[src/rtl/nn_input_feeder.sv]
// nn_input_feeder
//   Purpose : host-side feeder for a sequential NN top. Holds one DEPTH-sample
//             input vector, serves the network's indexed fill reads, raises the
//             network request and captures the DEPTH parallel results.
//   Latency : fill reads and result readback are one cycle (registered).
//   Ports   : host_we/host_waddr/host_wdata - input buffer write port
//             start/busy/done/err/cycles     - run control and status
//             res_raddr/res_rdata            - registered result readback
//             fill/ack_fill/net_rd_*         - fill channel to the network
//             net_req/ack_network/net_result - run request and result capture
module nn_input_feeder #(
  parameter int DATA_W = 8,
  parameter int DEPTH  = 8,
  parameter int IDX_W  = 3,
  parameter int CNT_W  = 16
) (
  input  logic                    clk,
  input  logic                    rst,
  input  logic                    host_we,
  input  logic [IDX_W-1:0]        host_waddr,
  input  logic [DATA_W-1:0]       host_wdata,
  input  logic                    start,
  output logic                    busy,
  output logic                    done,
  output logic                    err,
  output logic [CNT_W-1:0]        cycles,
  input  logic [IDX_W-1:0]        res_raddr,
  output logic [DATA_W-1:0]       res_rdata,
  output logic                    fill,
  input  logic                    ack_fill,
  input  logic                    net_rd_strobe,
  input  logic [IDX_W-1:0]        net_rd_idx,
  output logic [DATA_W-1:0]       net_rd_data,
  output logic                    net_req,
  input  logic                    ack_network,
  input  logic [DEPTH*DATA_W-1:0] net_result
);

  typedef enum logic [1:0] {
    ST_IDLE = 2'd0,
    ST_FILL = 2'd1,
    ST_RUN  = 2'd2
  } state_t;

  localparam logic [CNT_W-1:0] CNT_MAX = {CNT_W{1'b1}};

  state_t            state_q, state_d;
  logic              fill_q, fill_d;
  logic              net_req_q, net_req_d;
  logic              busy_q, busy_d;
  logic              done_q, done_d;
  logic              err_q, err_d;
  logic [CNT_W-1:0]  cycles_q, cycles_d;
  logic [DATA_W-1:0] net_rd_data_q, net_rd_data_d;
  logic [DATA_W-1:0] res_rdata_q, res_rdata_d;
  logic [DATA_W-1:0] buf_q    [DEPTH];
  logic [DATA_W-1:0] buf_d    [DEPTH];
  logic [DATA_W-1:0] result_q [DEPTH];
  logic [DATA_W-1:0] result_d [DEPTH];

  logic start_ok;
  logic err_set;

  always_comb begin
    state_d       = state_q;
    fill_d        = fill_q;
    net_req_d     = net_req_q;
    busy_d        = busy_q;
    done_d        = 1'b0;
    cycles_d      = cycles_q;
    net_rd_data_d = net_rd_data_q;
    buf_d         = buf_q;
    result_d      = result_q;

    start_ok = (state_q == ST_IDLE) && start;

    // Any channel activity outside its own phase is a protocol violation.
    err_set = (net_rd_strobe && (state_q != ST_FILL)) ||
              (ack_fill      && (state_q != ST_FILL)) ||
              (ack_network   && (state_q != ST_RUN));

    // An accepted start clears the sticky flag, but a violation in the same
    // cycle still wins so it is never lost.
    err_d = (start_ok ? 1'b0 : err_q) | err_set;

    // Count every cycle spent busy; restarted from zero on an accepted start.
    if ((state_q != ST_IDLE) && (cycles_q != CNT_MAX)) begin
      cycles_d = cycles_q + CNT_W'(1);
    end

    case (state_q)
      ST_IDLE: begin
        if (start) begin
          state_d  = ST_FILL;
          fill_d   = 1'b1;
          busy_d   = 1'b1;
          cycles_d = '0;
        end
      end
      ST_FILL: begin
        if (net_rd_strobe) begin
          net_rd_data_d = buf_q[net_rd_idx];
        end
        if (ack_fill) begin
          state_d   = ST_RUN;
          fill_d    = 1'b0;
          net_req_d = 1'b1;
        end
      end
      ST_RUN: begin
        if (ack_network) begin
          for (int i = 0; i < DEPTH; i++) begin
            result_d[i] = net_result[DATA_W*i +: DATA_W];
          end
          state_d   = ST_IDLE;
          net_req_d = 1'b0;
          busy_d    = 1'b0;
          done_d    = 1'b1;
        end
      end
      default: begin
        state_d   = ST_IDLE;
        fill_d    = 1'b0;
        net_req_d = 1'b0;
        busy_d    = 1'b0;
      end
    endcase

    // The vector is frozen while the network is reading it.
    if (host_we && (state_q != ST_FILL)) begin
      buf_d[host_waddr] = host_wdata;
    end

    res_rdata_d = result_q[res_raddr];
  end

  always_ff @(posedge clk) begin
    if (rst) begin
      state_q       <= ST_IDLE;
      fill_q        <= 1'b0;
      net_req_q     <= 1'b0;
      busy_q        <= 1'b0;
      done_q        <= 1'b0;
      err_q         <= 1'b0;
      cycles_q      <= '0;
      net_rd_data_q <= '0;
      res_rdata_q   <= '0;
      for (int i = 0; i < DEPTH; i++) begin
        result_q[i] <= '0;
      end
    end else begin
      state_q       <= state_d;
      fill_q        <= fill_d;
      net_req_q     <= net_req_d;
      busy_q        <= busy_d;
      done_q        <= done_d;
      err_q         <= err_d;
      cycles_q      <= cycles_d;
      net_rd_data_q <= net_rd_data_d;
      res_rdata_q   <= res_rdata_d;
      result_q      <= result_d;
    end
  end

  // The input vector deliberately survives reset.
  always_ff @(posedge clk) begin
    buf_q <= buf_d;
  end

  assign fill        = fill_q;
  assign net_req     = net_req_q;
  assign busy        = busy_q;
  assign done        = done_q;
  assign err         = err_q;
  assign cycles      = cycles_q;
  assign net_rd_data = net_rd_data_q;
  assign res_rdata   = res_rdata_q;

endmodule

[config.mk]
export PLATFORM = sky130hd
export DESIGN_NAME = nn_input_feeder
export DESIGN_NICKNAME = d
export VERILOG_FILES = /design/src/rtl/nn_input_feeder.sv
export SDC_FILE = /design/constraint.sdc
export NUM_CORES = 1
export LEC_CHECK = 0
export CORE_MARGIN = 10
export CORE_UTILIZATION = 49
export CTS_BUF_LIST = sky130_fd_sc_hd__clkbuf_4 sky130_fd_sc_hd__clkbuf_8
export CTS_CLUSTER_SIZE = 16
export DETAILED_ROUTE_END_ITERATION = 10
export PLACE_DENSITY = 0.79
export SKIP_CTS_REPAIR_TIMING = 1
export SLEW_MARGIN = 25
export SYNTH_ARGS = -nofsm -noshare
export SYNTH_HDL_FRONTEND = slang
export SYNTH_SLANG_ARGS = --single-unit
[constraint.sdc]
create_clock -name clk -period 1.7 [get_ports clk]
set_input_delay 0.17 -clock clk [delete_from_list [all_inputs] [get_ports clk]]
set_output_delay 0.17 -clock clk [all_outputs]
set_load 0.005 [all_outputs]
**Word-level counts from Yosys, hierarchy flattened**

Cells that the tools add are included.

- Register bits: 167
- Word-level logic and storage cells: 88
- Output and inout bits: 37

- Bitwise operators: 7
- Reductions and logical operators: 18
- Mux-type cells: 25
- Eq/ne operators: 8
- $lt $le $gt $ge: 4
- Add/sub/neg operators: 1

Operators with widths:

| operator | number |
|---|---|
| 64-bit bitwise mux | 1 |
| 8-bit binary-select mux with 3-bit select | 2 |
| 16-bit 2-to-1 mux | 3 |
| 8-bit 2-to-1 mux | 5 |
| 8-bit demux with 3-bit select | 1 |
| 16-bit by 1-bit adder with 16-bit output, second input constant | 1 |
| 16-bit inequality test, second input constant | 1 |
| 4-bit >= comparator, second input constant | 3 |
| 3-bit inverter with 4-bit output | 3 |
| 3-bit AND reduction | 4 |
| 1-bit case mux with 3 select lines | 3 |
| 2-bit inequality test, second input constant | 4 |
| 1-bit logical AND | 7 |
| 1-bit 2-to-1 mux | 6 |
| 2-bit 2-to-1 mux | 3 |
| 2-bit case mux with 3 select lines | 1 |
| 4-bit by 1-bit less-than comparator with 1-bit output, second input constant | 1 |
| 2-bit AND reduction | 2 |
| 1-bit inverter | 3 |
| 2-bit by 1-bit equality test with 1-bit output, second input constant | 1 |
| 2-bit equality test, second input constant | 1 |
| 2-bit zero test | 1 |
| 1-bit logical OR | 2 |
| 2-bit by 1-bit inequality test with 1-bit output, second input constant | 1 |
| 3 further kinds | 3 |

**Logic depth before layout (Yosys ltp)**

Gate-level depths: netlist of the first run.

- Word-level depth: 6
- Gate-level depth with buffers: 6
- Depth with buffers taken out: 5

**Worst setup path before layout of the first run**

No wires, ideal clock.

- Path kind: reg2reg
- Start: register cycles_q[0], in the netlist cycles[0]
- End: register cycles_q[0], in the netlist cycles[0]
- Path slack: -0.152 ns
- Setup time: 0.127 ns
- Clock period less this slack: 1.852 ns
- Arrival time: 1.725 ns
- Cell stages (with the launch flop): 7
- Data required time: 1.573 ns
- Path buffers: 1
- Path through: dfxtp_1 > ha_1 > nand3_1 > nor4_4 > buf_2 > nor4_1 > or3_1

- Longest elaborated chain between the ends: 5
- Elaborated cells between the ends (all ways): 6

Ends and longest elaborated chain:

| element | RTL line | text |
|---|---|---|
| start, declared | 53 | `logic [CNT_W-1:0] cycles_q, cycles_d;` |
| start signal, assigned | 158 | `cycles_q <= cycles_d;` |
| branches (longest 2 deep; another with 16-bit by 1-bit adder with 16-bit output) | - |  |
| 16-bit 2-to-1 mux (*) | 87 | `if ((state_q != ST_IDLE) && (cycles_q != CNT_MAX)) begin` |
| 16-bit 2-to-1 mux | 93 | `if (start) begin` |
| 16-bit 2-to-1 mux (*) | 91 | `case (state_q)` |

Mark *: on every way between the ends.
A chain may end at the register's enable or synchronous reset.

**Worst setup path in the final report of the first run**

- Start: register cycles_q[9], in the netlist cycles[9]
- End: register cycles_q[15], in the netlist cycles[15]

The elaborated chain is that of the path after synthesis.

==> impl_metrics.py, run 1 <==
metrics = {
    "global_route": {
        "grt_busiest_layer": "met2",
        "antenna_found_initial": 0,
        "grtUsageMet2_pct": 30.0,
        "met3_usage_pct": 5.39,
        "grtUsageMet1_pct": 21.5,
        "grt_overflow_total": 0,
        "first_global_vias": 5374,
        "grt_usage_pct": 18.4,
        "grt_pass1_wl_mm": 26.8,
        "grt_max_degree": 66,
    },
    "synth": {
        "ys_warn_count": 0,
        "yosys-top-cells-area": "dfxtp_1, edfxtp_1, mux4_2",
        "synth_top_area_cell": "dfxtp_1",
        "netlist_instances": 580,
        "async_flop_share_pct": 0,
        "ys.flop_type": "dfxtp_1",
        "ys_top_cells_by_count": "nand2_1, dfxtp_1, a21oi_1, edfxtp_1, mux4_2",
        "syn_area_um2": 6650,
        "avgSynthCellArea_um2": 11.5,
        "synthDominantCellAreaShare_pct": 31.0,
        "yosysMostFrequentCell": "nand2_1",
        "synth.distinct_cells": 46,
        "synth_edf_count": 64,
        "yosysSeqAreaShare_pct": 60.0,
        "ys_ff_latch": 167,
        "synth.net_count": 669,
    },
    "timing": {
        "hold_viol": 0,
        "setup_tns_ns": 0,
        "maxSlewViolCount": 0,
        "rsz0062_at_grt": "yes",
        "final-setup-viol-count": 0,
        "slew-limit-headroom_pct": 58.1,
        "fin_skew_ns": 0.0112,
        "fmax_mhz": 589,
        "tightest_slew_ns": 0.629,
        "period_share_pct": 99.8,
        "fin_crit_ns": 1.70,
    },
    "floorplan": {
        "pin_count": 125,
        "die_w_um": 136,
        "core_um2": 13200,
        "start_util_pct": 50.2,
        "die_y_um": 136,
        "die_area_um2": 18600,
        "rows": 42,
    },
    "hold_path": {
        "hold_path_class": "in2reg",
    },
    "worst_setup_path": {
        "path_buf_inv": 0,
        "cp_data_required_time_ns": 2.07,
        "path_max_fanout": 2,
        "cp_slowest_cell": "or4_4",
        "cpPeakStageDelay_ns": 0.54,
        "path_class": "reg2reg",
        "critical_path.cell_chain": "nand4_4 > or4_4 > or4_1 > and3_1",
        "cp-end-kind": "register",
        "arrival_ns": 2.07,
        "critical_path.top_delay_family": "simple AND/OR/NAND/NOR gates",
        "start_kind": "register",
    },
    "run": {
        "maxCapViolCount": 0,
    },
    "power": {
        "ir_worst_vdd_mv": 0.772,
        "total_power_uw": 7780,
        "leakagePower_uw": 0.00322,
        "power.density_nw_per_um2": 861,
    },
    "clocking": {
        "cts_buffers": 17,
        "clk_latency_ns": 0.47,
        "root_buffer": "clkbuf_8",
        "cts_tree": "built",
        "clock_path_buffers": 2,
        "cts.sinks": 167,
        "htree_levels": 4,
        "clk_pin_slew_ns": 0.11,
    },
    "drt": {
        "drc": 0,
        "num_vias": 5127,
        "antenna_left": 0,
        "wire_per_inst_um": 18.0,
        "avgViaCountPerCell": 5.46,
        "wl_mm": 16.9,
        "drtIter0Drc": 435,
        "first_pass_iters": 5,
    },
    "cells_and_area": {
        "fillers": 990,
        "nets": 838,
        "final_util_pct": 68.2,
        "drive_gt1_share_pct": 21.0,
        "areaGrowthSynthToFinish_pct": 35.9,
    },
    "placed_design": {
        "portBuffers": 124,
        "dp_hpwl_mm": 12.6,
        "place_congestion": 0.856,
    },
    "status": {
        "status": "finished clean",
    },
}
[power breakdown]
part           switching (µW)  total, µW  internal [µW]
clock network            1680       2820           1140
logic                     292        693            401
registers                43.5       4260           4220
total                    2020       7780           5760
[metal layers]
metal / vias up / wire length [µm] / share of wire [%]
met3: 50 / 1050 / 6.2
met2: 174 / 8490 / 50
met1: 2453 / 6750 / 40
met4: 0 / 587 / 3.5
li1: 2450 / - / -
met5: - / 0 / 0
[worst reg2reg max path, cell delays in order (launching register included)]
cell     delay (ns)
dfxtp_4        0.37
nand4_4        0.10
or4_4          0.54
or4_1          0.40
and3_1         0.18
[cell families after synthesis]
logic type                 count (synthesis)  synth area share [%]
AOI/OAI and AO/OA                        109                  9.55
muxes                                     42                  12.4
and+or+nand+nor                          219                  15.1
xor gates and xnor gates                   3                 0.395
buffers and inverters                     39                  2.43
DFF                                      167                  60.0
adders and majority gates                  1                 0.188
[through the flow]
| step | std cells | worst slack [ns] | cell area (µm²) | hold WS [ns] |
|---|---|---|---|---|
| detailed placement | 905 | -0.215 | 8520 | 0.446 |
| floorplan | 580 | -0.0243 | 6670 | 0.269 |
| global route | 938 | -0.0489 | 9030 | 0.238 |
| global placement | 905 | -0.164 | 8520 | 0.440 |
| CTS | 937 | -0.112 | 8930 | -0.0287 |
| finish | 939 | 0.00281 | 9030 | 0.249 |
[sequential cells by signal, summed over array words and instances (netlist names)]
name and cells:
buf_q 64, result_q 64, cycles 16, net_rd_data 8, res_rdata 8, state_q 2
busy 1, done 1, err 1, fill 1, net_req 1
[final timing paths]
check	from	end	slack, ns	depth (start not counted)
setup / recovery	cycles[9]	cycles[15]	0.003	4
hold / removal	net_result[26]	result_q[34]	0.25	3
setup reg to reg	cycles[9]	cycles[15]	0.003	4
hold reg to reg	result_q[45]	result_q[45]	0.46	2
[cell type report]
class | count | area [µm²] | share of cell area (%)
Inverter | 4 | 15.0 | 0.166
Clock inverter | 15 | 174 | 1.93
Clock buffer | 17 | 234 | 2.59
Timing Repair Buffer | 185 | 1800 | 20.0
Tap cell | 176 | 220 | 2.44
Antenna cell | 1 | 2.50 | 0.0277
Multi-Input combinational cell | 374 | 2560 | 28.4
Sequential cell | 167 | 4020 | 44.5
[layout by cell type (no fill, tap or decap), types with 4 or more instances in the layout]
cell type          n
nand2_1          138
clkdlybuf4s50_1  117
dfxtp_1           87
a21oi_1           78
edfxtp_1          64
buf_4             52
mux4_2            32
nor2_1            24
clkbuf_8          17
mux2i_1           10
dfxtp_2            9
inv_8              8
o21ai_0            7
nor2b_1            7
a221o_1            7
dfxtp_4            7
buf_12             7
o31ai_1            6
or4_1              6
dlymetal6s2s_1     6
nand3_1            5
nand2b_1           5
inv_1              4
or3_1              4
(Power assumes the default switching activity.)
==> run 2: changes to the inputs <==
--- a/config.mk
+++ b/config.mk
@@ -5,7 +5,7 @@
 export SDC_FILE = /design/constraint.sdc
 export NUM_CORES = 1
 export LEC_CHECK = 0
-export CORE_MARGIN = 10
+export CORE_MARGIN = 3
 export CORE_UTILIZATION = 49
 export CTS_BUF_LIST = sky130_fd_sc_hd__clkbuf_4 sky130_fd_sc_hd__clkbuf_8
 export CTS_CLUSTER_SIZE = 16
==> run 2 against run 1 <==
  * Wire length decreased by 5.1%
  * Clock skew increased by 0.0011 ns
  * Sequential share of layout area increased by 0.39 points
  * Clock-buffer cell count increased by 1
  * Critical endpoint unchanged
==> impl_metrics.py, run 2 (same netlist as run 1, synthesis figures left out) <==
metrics = {
    "status": {
        "status": "finished clean",
    },
    "clocking": {
        "clock_path_buffers": 2,
        "cts_buffers": 17,
        "root_buffer": "clkbuf_8",
        "clk_latency_ns": 0.46,
        "htree_levels": 4,
        "cts_tree": "built",
        "clk_pin_slew_ns": 0.09,
        "cts.sinks": 167,
    },
    "worst_setup_path": {
        "cp_slowest_cell": "or4_4",
        "cp-end-kind": "register",
        "path_depth": 4,
        "path_buf_inv": 0,
        "cp_data_required_time_ns": 2.05,
        "start_kind": "register",
        "cpPeakStageDelay_ns": 0.53,
        "arrival_ns": 2.04,
        "critical_path.top_delay_family": "simple AND/OR/NAND/NOR gates",
        "r2r_cells": 4,
        "path_max_fanout": 2,
        "rrSetupSlack_ns": 0.009,
        "path_class": "reg2reg",
        "crit_start": "cycles[9]",
        "endpoint": "cycles[15]",
        "timing.rr.start": "cycles[9]",
        "timing.rr.end": "cycles[15]",
        "critical_path.cell_chain": "nand4_4 > or4_4 > or4_1 > and3_1",
    },
    "timing": {
        "worst_hold_slack_ns": 0.0252,
        "maxSlewViolCount": 0,
        "fin_skew_ns": 0.0123,
        "period_share_pct": 99.5,
        "tightest_slew_ns": 0.440,
        "setup_tns_ns": 0,
        "fin_crit_ns": 1.69,
        "final-setup-viol-count": 0,
        "rsz0062_at_grt": "yes",
        "hold_viol": 0,
        "slew-limit-headroom_pct": 70.6,
        "fmax_mhz": 591,
    },
    "hold_path": {
        "holdPathStages": 2,
        "hold_path_class": "in2reg",
    },
    "drt": {
        "avgViaCountPerCell": 5.48,
        "wl_mm": 16.0,
        "drtIter0Drc": 428,
        "drc": 0,
        "num_vias": 5098,
        "wire_per_inst_um": 17.2,
        "antenna_left": 0,
        "first_pass_iters": 5,
    },
    "floorplan": {
        "pin_count": 125,
        "die_area_um2": 15000,
        "core_um2": 12900,
        "start_util_pct": 51.4,
        "die_y_um": 122,
        "rows": 41,
        "die_w_um": 122,
    },
    "placed_design": {
        "placed_area_um2": 8470,
        "dp_hpwl_mm": 11.3,
        "place_congestion": 0.831,
        "portBuffers": 124,
    },
    "cells_and_area": {
        "drive_gt1_share_pct": 20.4,
        "areaGrowthSynthToFinish_pct": 34.4,
        "diodes": 0,
        "mostFrequentLayoutCells": "nand2_1, clkdlybuf4s50_1, dfxtp_1",
        "nets": 834,
        "mostFrequentLayoutCell": "nand2_1",
        "final_area_um2": 8930,
    },
    "global_route": {
        "grt_usage_pct": 22.2,
        "grt_overflow_total": 0,
        "grt_max_degree": 66,
        "antenna_found_initial": 0,
        "first_global_vias": 5168,
        "grt_pass1_wl_mm": 25.6,
    },
    "run": {
        "maxCapViolCount": 0,
    },
    "power": {
        "power.density_nw_per_um2": 848,
        "ir_worst_vdd_mv": 0.605,
        "leakagePower_uw": 0.00308,
    },
}
[run 2: cell count changes in the layout (fill, tap and decap cells not counted), sizes merged, moves of 3 or more]
cell,delta
clkinvlp,+3
inv,-5
buf,-3
dlymetal6s2s,-5
clkdlybuf4s50,+5
[run 2: layer usage]
layer	wire length, µm	vias to the layer above	GRT usage (%)
li1	-	2438	-
met3	890	32	4.93
met5	0	-	0
met2	8050	156	37.3
met4	348	0	8.40
met1	6730	2472	28.4
[run 2: worst min path at each step]
stage | startpoint | endpoint | slack [ns]
3_5_place_dp | result_q[38] | result_q[38] | 0.44
4_1_cts | rst | state_q[1] | -0.01
5_1_grt | rst | state_q[1] | 0.01
6_report | rst | err | 0.03
2_1_floorplan | host_wdata[0] | buf_q[0] | 0.27
3_3_place_gp | result_q[37] | result_q[37] | 0.44
[run 2: power by group]
group / internal (µW) / switching [µW] / leakage [µW]
registers: 4220 / 39.5 / 0.00142
clock network: 1180 / 1450 / 0.000177
logic: 394 / 292 / 0.00148
total: 5790 / 1790 / 0.00308
[run 2: stage by stage]
stage / setup WS [ns] / power, µW / util [%] / std cells
6_report: 0.00855 / 7580 / 69.1 / 930
5_1_grt: -0.0547 / 7880 / 69.1 / 930
4_1_cts: -0.0624 / 7630 / 68.4 / 927
3_5_place_dp: -0.212 / 5030 / 65.6 / 895
3_3_place_gp: -0.171 / 5020 / 65.6 / 895
2_1_floorplan: -0.0243 / 4620 / - / 580
[run 2: cell type report]
type                            instances  area (µm²)
Clock buffer                           18         241
Multi-Input combinational cell        374        2570
Fill cell                             930        3990
Tap cell                              172         215
Inverter                                4        15.0
Clock inverter                         14         121
Timing Repair Buffer                  181        1750
Sequential cell                       167        4010
